--- src/rtl/bouncing_sprite_engine.sv ---
// Bouncing sprite overlay: two-stage pixel pipeline against a 1-cycle sprite ROM plus per-frame motion.
// Optional transparent colour key is enabled by defining SPRITE_COLORKEY_EN.
module bouncing_sprite_engine #(
   parameter int H_RES   = 640,
   parameter int V_RES   = 480,
   parameter int SPR_W   = 100,
   parameter int SPR_H   = 100,
   parameter int COORD_W = 10,
   parameter int ADDR_W  = 14,
   parameter int DATA_W  = 12,
   parameter int STEP    = 1,
   parameter int X0      = 100,
   parameter int Y0      = 100,
   parameter logic DX0   = 1'b0,
   parameter logic DY0   = 1'b1,
   parameter logic [DATA_W-1:0] BG_COLOR  = DATA_W'(12'h000),
   parameter logic [DATA_W-1:0] KEY_COLOR = DATA_W'(12'hF0F)
) (
   input  logic               pclk,
   input  logic               rst,
   input  logic [COORD_W-1:0] h_addr,
   input  logic [COORD_W-1:0] v_addr,
   input  logic               valid,
   input  logic               frame_tick,
   input  logic               move_en,
   input  logic [3:0]         speed,
   output logic [ADDR_W-1:0]  rom_addr,
   input  logic [DATA_W-1:0]  rom_data,
   output logic [DATA_W-1:0]  pix_out,
   output logic               pix_valid,
   output logic               in_sprite,
   output logic [COORD_W-1:0] spr_x,
   output logic [COORD_W-1:0] spr_y,
   output logic               dir_x,
   output logic               dir_y,
   output logic               bounce_x,
   output logic               bounce_y
);

   localparam int CW1   = COORD_W + 1;
   localparam int X_MAX = H_RES - SPR_W;
   localparam int Y_MAX = V_RES - SPR_H;

   logic [COORD_W-1:0] spr_x_q, spr_x_d;
   logic [COORD_W-1:0] spr_y_q, spr_y_d;
   logic               dir_x_q, dir_x_d;
   logic               dir_y_q, dir_y_d;
   logic               bounce_x_q, bounce_x_d;
   logic               bounce_y_q, bounce_y_d;
   logic [3:0]         cnt_q, cnt_d;

   logic [ADDR_W-1:0]  rom_addr_q, rom_addr_d;
   logic               area1_q, valid1_q;
   logic               area2_q, valid2_q;

   logic [CW1-1:0]     h_ext, v_ext, x_lo, y_lo, x_hi, y_hi;
   logic               in_area;
   logic [COORD_W-1:0] dx, dy;
   logic [CW1-1:0]     x_fwd, y_fwd;
   logic               key_hit;

   // Widened compare so spr_x+SPR_W cannot wrap at the right/bottom edge.
   always_comb begin
      h_ext   = {1'b0, h_addr};
      v_ext   = {1'b0, v_addr};
      x_lo    = {1'b0, spr_x_q};
      y_lo    = {1'b0, spr_y_q};
      x_hi    = x_lo + CW1'(SPR_W);
      y_hi    = y_lo + CW1'(SPR_H);
      in_area = valid && (h_ext >= x_lo) && (h_ext < x_hi) && (v_ext >= y_lo) && (v_ext < y_hi);
      dx      = h_addr - spr_x_q;
      dy      = v_addr - spr_y_q;
   end

   always_comb begin
      rom_addr_d = rom_addr_q;
      if (in_area) begin
         rom_addr_d = ADDR_W'(dy) * ADDR_W'(SPR_W) + ADDR_W'(dx);
      end
   end

   always_ff @(posedge pclk) begin
      if (rst) begin
         rom_addr_q <= '0;
         area1_q    <= 1'b0;
         valid1_q   <= 1'b0;
         area2_q    <= 1'b0;
         valid2_q   <= 1'b0;
      end else begin
         rom_addr_q <= rom_addr_d;
         area1_q    <= in_area;
         valid1_q   <= valid;
         area2_q    <= area1_q;
         valid2_q   <= valid1_q;
      end
   end

`ifdef SPRITE_COLORKEY_EN
   assign key_hit = area2_q && (rom_data == KEY_COLOR);
`else
   assign key_hit = 1'b0;
`endif

   // rom_data lines up with the stage-2 flags, so the final mux is combinational.
   always_comb begin
      in_sprite = area2_q && !key_hit;
      pix_valid = valid2_q;
      if (in_sprite) begin
         pix_out = rom_data;
      end else if (valid2_q) begin
         pix_out = BG_COLOR;
      end else begin
         pix_out = '0;
      end
   end

   always_comb begin
      spr_x_d    = spr_x_q;
      spr_y_d    = spr_y_q;
      dir_x_d    = dir_x_q;
      dir_y_d    = dir_y_q;
      bounce_x_d = 1'b0;
      bounce_y_d = 1'b0;
      cnt_d      = cnt_q;
      x_fwd      = {1'b0, spr_x_q} + CW1'(STEP);
      y_fwd      = {1'b0, spr_y_q} + CW1'(STEP);
      if (frame_tick && move_en) begin
         // >= so a speed lowered below the running count still triggers on the next tick
         if (cnt_q >= speed) begin
            cnt_d = '0;
            if (!dir_x_q) begin
               if (x_fwd >= CW1'(X_MAX)) begin
                  spr_x_d    = COORD_W'(X_MAX);
                  dir_x_d    = 1'b1;
                  bounce_x_d = 1'b1;
               end else begin
                  spr_x_d = x_fwd[COORD_W-1:0];
               end
            end else if (spr_x_q <= COORD_W'(STEP)) begin
               spr_x_d    = '0;
               dir_x_d    = 1'b0;
               bounce_x_d = 1'b1;
            end else begin
               spr_x_d = spr_x_q - COORD_W'(STEP);
            end
            if (!dir_y_q) begin
               if (y_fwd >= CW1'(Y_MAX)) begin
                  spr_y_d    = COORD_W'(Y_MAX);
                  dir_y_d    = 1'b1;
                  bounce_y_d = 1'b1;
               end else begin
                  spr_y_d = y_fwd[COORD_W-1:0];
               end
            end else if (spr_y_q <= COORD_W'(STEP)) begin
               spr_y_d    = '0;
               dir_y_d    = 1'b0;
               bounce_y_d = 1'b1;
            end else begin
               spr_y_d = spr_y_q - COORD_W'(STEP);
            end
         end else begin
            cnt_d = cnt_q + 4'd1;
         end
      end
   end

   always_ff @(posedge pclk) begin
      if (rst) begin
         spr_x_q    <= COORD_W'(X0);
         spr_y_q    <= COORD_W'(Y0);
         dir_x_q    <= DX0;
         dir_y_q    <= DY0;
         bounce_x_q <= 1'b0;
         bounce_y_q <= 1'b0;
         cnt_q      <= '0;
      end else begin
         spr_x_q    <= spr_x_d;
         spr_y_q    <= spr_y_d;
         dir_x_q    <= dir_x_d;
         dir_y_q    <= dir_y_d;
         bounce_x_q <= bounce_x_d;
         bounce_y_q <= bounce_y_d;
         cnt_q      <= cnt_d;
      end
   end

   assign rom_addr = rom_addr_q;
   assign spr_x    = spr_x_q;
   assign spr_y    = spr_y_q;
   assign dir_x    = dir_x_q;
   assign dir_y    = dir_y_q;
   assign bounce_x = bounce_x_q;
   assign bounce_y = bounce_y_q;

endmodule
--- config.mk ---
export PLATFORM = sky130hd
export DESIGN_NAME = bouncing_sprite_engine
export DESIGN_NICKNAME = d
export VERILOG_FILES = /design/src/rtl/bouncing_sprite_engine.sv
export SDC_FILE = /design/constraint.sdc
export NUM_CORES = 1
export LEC_CHECK = 0
export CORE_ASPECT_RATIO = 1.75
export CORE_UTILIZATION = 45
export CTS_BUF_LIST = sky130_fd_sc_hd__clkbuf_8
export CTS_CLUSTER_DIAMETER = 100
export CTS_CLUSTER_SIZE = 10
export DETAILED_ROUTE_END_ITERATION = 8
export DONT_BUFFER_PORTS = 1
export PLACE_DENSITY = 0.59
export RECOVER_POWER = 25
export SKIP_CTS_REPAIR_TIMING = 1
export SLEW_MARGIN = 20
export SYNTH_ARGS = -nofsm -noshare
export SYNTH_HDL_FRONTEND = slang
export SYNTH_SLANG_ARGS = --single-unit
--- constraint.sdc ---
create_clock -name pclk -period 6.8 [get_ports pclk]
set_input_delay 1.36 -clock pclk [delete_from_list [all_inputs] [get_ports pclk]]
set_output_delay 1.36 -clock pclk [all_outputs]
set_load 0.005 [all_outputs]
==> results.py <==
metrics = {
    "critical_path": {
        "critical-path-slowest-cell": "sky130_fd_sc_hd__fa_1",
        "timing_worst_setup_path_type": "input pin to flop",
        "worstPathCellList": "inv_1 > ha_1 > fa_1 > nor2b_1 > o21ai_1 > nand2b_1 > a21o_1 > a21oi_1 > xnor2_1 > ha_1 > ha_1 > inv_1 > fa_1 > inv_1 > ha_1 > a21oi_1 > o21ba_2 > xnor3_1 > xnor3_1 > a211oi_1",
        "critPathLaunchType": "input pin",
        "required_ns": 7.04,
        "critical_path_arrival_ns": 5.72,
        "critical_path.endpoint_type": "flop",
        "critical-path-top-cell-by-count": "sky130_fd_sc_hd__ha_1",
        "crit_fanout": 5,
        "critPathMaxStageDelay_ns": 0.54,
    },
    "logic_synthesis": {
        "yosysSeqAreaShare": 0.173,
        "async_reset_ff_frac": 0,
        "synth_enable_flop_cells": 0,
        "synth_cell_types": 70,
        "postSynthRegisterBits": 46,
        "synth.avg_cell_area_um2": 7.88,
        "synthesis.nets": 807,
        "yosysWarnings": 0,
        "synth.cell_area_mm2": 0.00532,
        "dominantRegCellSynth": "sky130_fd_sc_hd__dfxtp_1",
        "syn-instance-count": 675,
    },
    "placed_design": {
        "buffer_ports.inserted": 0,
        "dp.final_hpwl_mm": 10.7,
        "finalWeightedCongestion": 0.913,
    },
    "floorplanning": {
        "placeableCoreArea_mm2": 0.0115,
        "io-pin-count": 93,
        "rows": 52,
        "floorplan.die_area_mm2": 0.0123,
        "chipHeight_um": 146,
        "floorplan.die.width_um": 84.2,
        "initial_core_util": 0.462,
    },
    "routing": {
        "detailroute.via_count": 4741,
        "vias_per_cell": 5.99,
        "drt_iter0_drc": 199,
        "avgRoutedWirePerCell_um": 17.2,
        "drc_errors": 25,
        "detail_route.first_pass.iterations": 7,
        "detail_route.wirelength_mm": 13.6,
        "postRouteAntennaNets": 0,
    },
    "worst_hold_path": {
        "worst_hold_path_type": "flop to flop",
    },
    "clock_network": {
        "clkSlewWorstSetupHoldPaths_ns": 0.10,
        "tritoncts_clock_tree": "done",
        "clock_sinks": 46,
        "cts-root-to-sink-buffers": 2,
        "clock_insertion_delay_worst_skew_ns": 0.32,
        "cts-htree-levels": 2,
        "cts_inserted_buffers": 5,
        "cts_root_buf": "sky130_fd_sc_hd__clkbuf_8",
    },
    "pwr": {
        "seq_power_share": 0.252,
        "internal-power_uw": 674,
        "power.clock.fraction": 0.203,
        "power.density_cell_area_mw_per_mm2": 205,
        "power.share.switching": 0.401,
        "post-layout-total-power_uw": 1130,
        "leakage_uw": 0.00227,
        "switchingPower_uw": 452,
        "power.combinational.fraction": 0.545,
        "vdd_ir_drop_max_mv": 0.125,
    },
    "timing": {
        "fin_crit_sh": 0.806,
        "fin_crit_ns": 5.48,
        "worst_slew_pin_slew_ns": 0.991,
        "timing.setup.tns_ns": 0,
        "slew_viol_final": 0,
        "max_freq_mhz": 183,
        "slew_headroom": 0.340,
        "worst_clock_skew_ns": 0.00840,
        "finalHoldViolCount": 0,
        "timing.final.setup_violations": 0,
        "hold_ws_ns": 0.445,
        "rsz_0062_raised_after_global_routing": "false",
    },
    "grt": {
        "wire_length_of_the_first_global_routing_pass_mm": 22.9,
        "first_global_vias": 4792,
        "grt_max_degree": 42,
        "number_of_antenna_violations_at_the_first_check_in_global_routing": 0,
        "globalRoute.totalOverflow": 0,
        "gr-usage-all-layers": 0.228,
    },
    "layout": {
        "fin_nets": 788,
        "n_antenna_cell": 0,
        "drive_gt1_frac": 0.0320,
        "area.growth.synth_to_final_pct": 2.99,
    },
    "status": {
        "failed_checks": "design-rule violations",
        "status": "finished, violations left",
    },
    "run": {
        "maxCapViolCount": 0,
    },
}
[cell families (layout without fill, tap and decap cells)]
group                      count (synthesis)  count (layout)  synth area share
muxes                                      9               9            0.0169
buffers and inverters                     85              67            0.0696
and+or+nand+nor                          214             214             0.204
adders and majority gates                 91              91             0.225
DFF                                       46              46             0.173
AOI/OAI and AO/OA                        177             177             0.218
xor gates and xnor gates                  53              53            0.0938
[worst max-delay path, delay by kind of cell]
family	cells	cell delay, ns
xor+xnor	3	0.98
buf+inv	3	0.12
compound gates	6	0.83
fa+ha+maj	6	2.10
simple gates	2	0.33
[sequential cells by signal, indices dropped and copies added, names as in the netlist, 4 cells and up]
register  count
cnt_q         4
rom_addr     14
spr_y        10
spr_x        10
[cells in the final DEF (no fill, tap or decap), types with 12 or more instances in the layout]
cell type and n:
sky130_fd_sc_hd__a211oi_1 17, sky130_fd_sc_hd__a21oi_1 47, sky130_fd_sc_hd__and2_1 14, sky130_fd_sc_hd__dfxtp_1 46, sky130_fd_sc_hd__ha_1 83, sky130_fd_sc_hd__inv_1 56
sky130_fd_sc_hd__nand2_1 43, sky130_fd_sc_hd__nand3_1 21, sky130_fd_sc_hd__nor2_1 59, sky130_fd_sc_hd__nor2b_1 12, sky130_fd_sc_hd__nor3_1 16, sky130_fd_sc_hd__o21ai_0 33
sky130_fd_sc_hd__xnor2_1 36, sky130_fd_sc_hd__xor2_1 14
[power by group through the flow]
stage / sequential (uW) / clock, uW / combinational, uW
finish: 284 / 228 / 614
global route: 285 / 247 / 707
CTS: 284 / 237 / 620
detailed placement: 290 / 0 / 612
global placement: 290 / 0 / 601
floorplan: 286 / 0 / 514
[cell usage after synthesis (4+ instances only)]
| library cell | n | area, um^2 |
|---|---|---|
| sky130_fd_sc_hd__clkbuf_1 | 13 | 48.8 |
| sky130_fd_sc_hd__a31oi_1 | 8 | 50.1 |
| sky130_fd_sc_hd__o22ai_1 | 6 | 37.5 |
| sky130_fd_sc_hd__a21o_1 | 11 | 82.6 |
| sky130_fd_sc_hd__nand3_1 | 21 | 105 |
| sky130_fd_sc_hd__dfxtp_1 | 46 | 921 |
| sky130_fd_sc_hd__xnor2_1 | 36 | 315 |
| sky130_fd_sc_hd__and2_1 | 14 | 87.6 |
| sky130_fd_sc_hd__o211ai_1 | 5 | 37.5 |
| sky130_fd_sc_hd__or3_1 | 4 | 25.0 |
| sky130_fd_sc_hd__nand4_1 | 8 | 50.1 |
| sky130_fd_sc_hd__o2111ai_1 | 6 | 52.6 |
| sky130_fd_sc_hd__o31ai_1 | 4 | 30.0 |
| sky130_fd_sc_hd__nor4_1 | 6 | 37.5 |
| sky130_fd_sc_hd__nor2_1 | 60 | 225 |
| sky130_fd_sc_hd__nor2b_1 | 12 | 75.1 |
| sky130_fd_sc_hd__ha_1 | 83 | 1040 |
| sky130_fd_sc_hd__buf_2 | 4 | 20.0 |
| sky130_fd_sc_hd__nand2_1 | 43 | 161 |
| sky130_fd_sc_hd__a21oi_1 | 47 | 235 |
| sky130_fd_sc_hd__fa_1 | 8 | 160 |
| sky130_fd_sc_hd__o21bai_1 | 4 | 30.0 |
| sky130_fd_sc_hd__a211oi_1 | 17 | 128 |
| sky130_fd_sc_hd__xor2_1 | 14 | 123 |
| sky130_fd_sc_hd__o21a_1 | 6 | 45.0 |
| sky130_fd_sc_hd__nor3_1 | 16 | 80.1 |
| sky130_fd_sc_hd__buf_4 | 7 | 52.6 |
| sky130_fd_sc_hd__inv_1 | 56 | 210 |
| sky130_fd_sc_hd__mux2i_1 | 9 | 90.1 |
| sky130_fd_sc_hd__nand2b_1 | 7 | 43.8 |
| sky130_fd_sc_hd__o21ai_0 | 33 | 165 |
[layout make-up]
cell class | count | area [um^2]
clock inverters | 3 | 48.8
fillers | 1174 | 6040
flip-flops and latches | 46 | 921
repair buffers | 1 | 11.3
inverters | 58 | 218
well taps | 135 | 169
multi-input cells | 544 | 4040
clock buffers | 5 | 68.8
[per-stage QoR]
step	util	instance area (um^2)	worst slack [ns]	std cells
6_report	0.476	5480	1.32	792
5_1_grt	0.476	5480	0.986	792
4_1_cts	0.475	5470	1.30	791
3_5_place_dp	0.464	5350	0.970	783
3_3_place_gp	0.464	5350	1.21	783
2_1_floorplan	-	5320	1.44	675
[layer usage]
metal,vias up,routed length [um],GRT usage
met5,-,0,0
met4,0,363,0.0845
met3,20,782,0.0369
met2,137,7130,0.429
met1,2210,5350,0.252
li1,2374,-,-
[worst paths after layout]
check	start	to	slack (ns)	cells after the start
worst max-delay path	v_addr[0]	rom_addr[13]$_SDFFE_PP0P_	1.32	20
worst min-delay path	area1_q$_SDFF_PP0_	in_sprite$_SDFF_PP0_	0.44	1
worst max register to register	spr_y[2]$_SDFFE_PP1P_	rom_addr[13]$_SDFFE_PP0P_	1.73	19
worst min register to register	area1_q$_SDFF_PP0_	in_sprite$_SDFF_PP0_	0.44	1
Power figures use the tool's default switching activity.
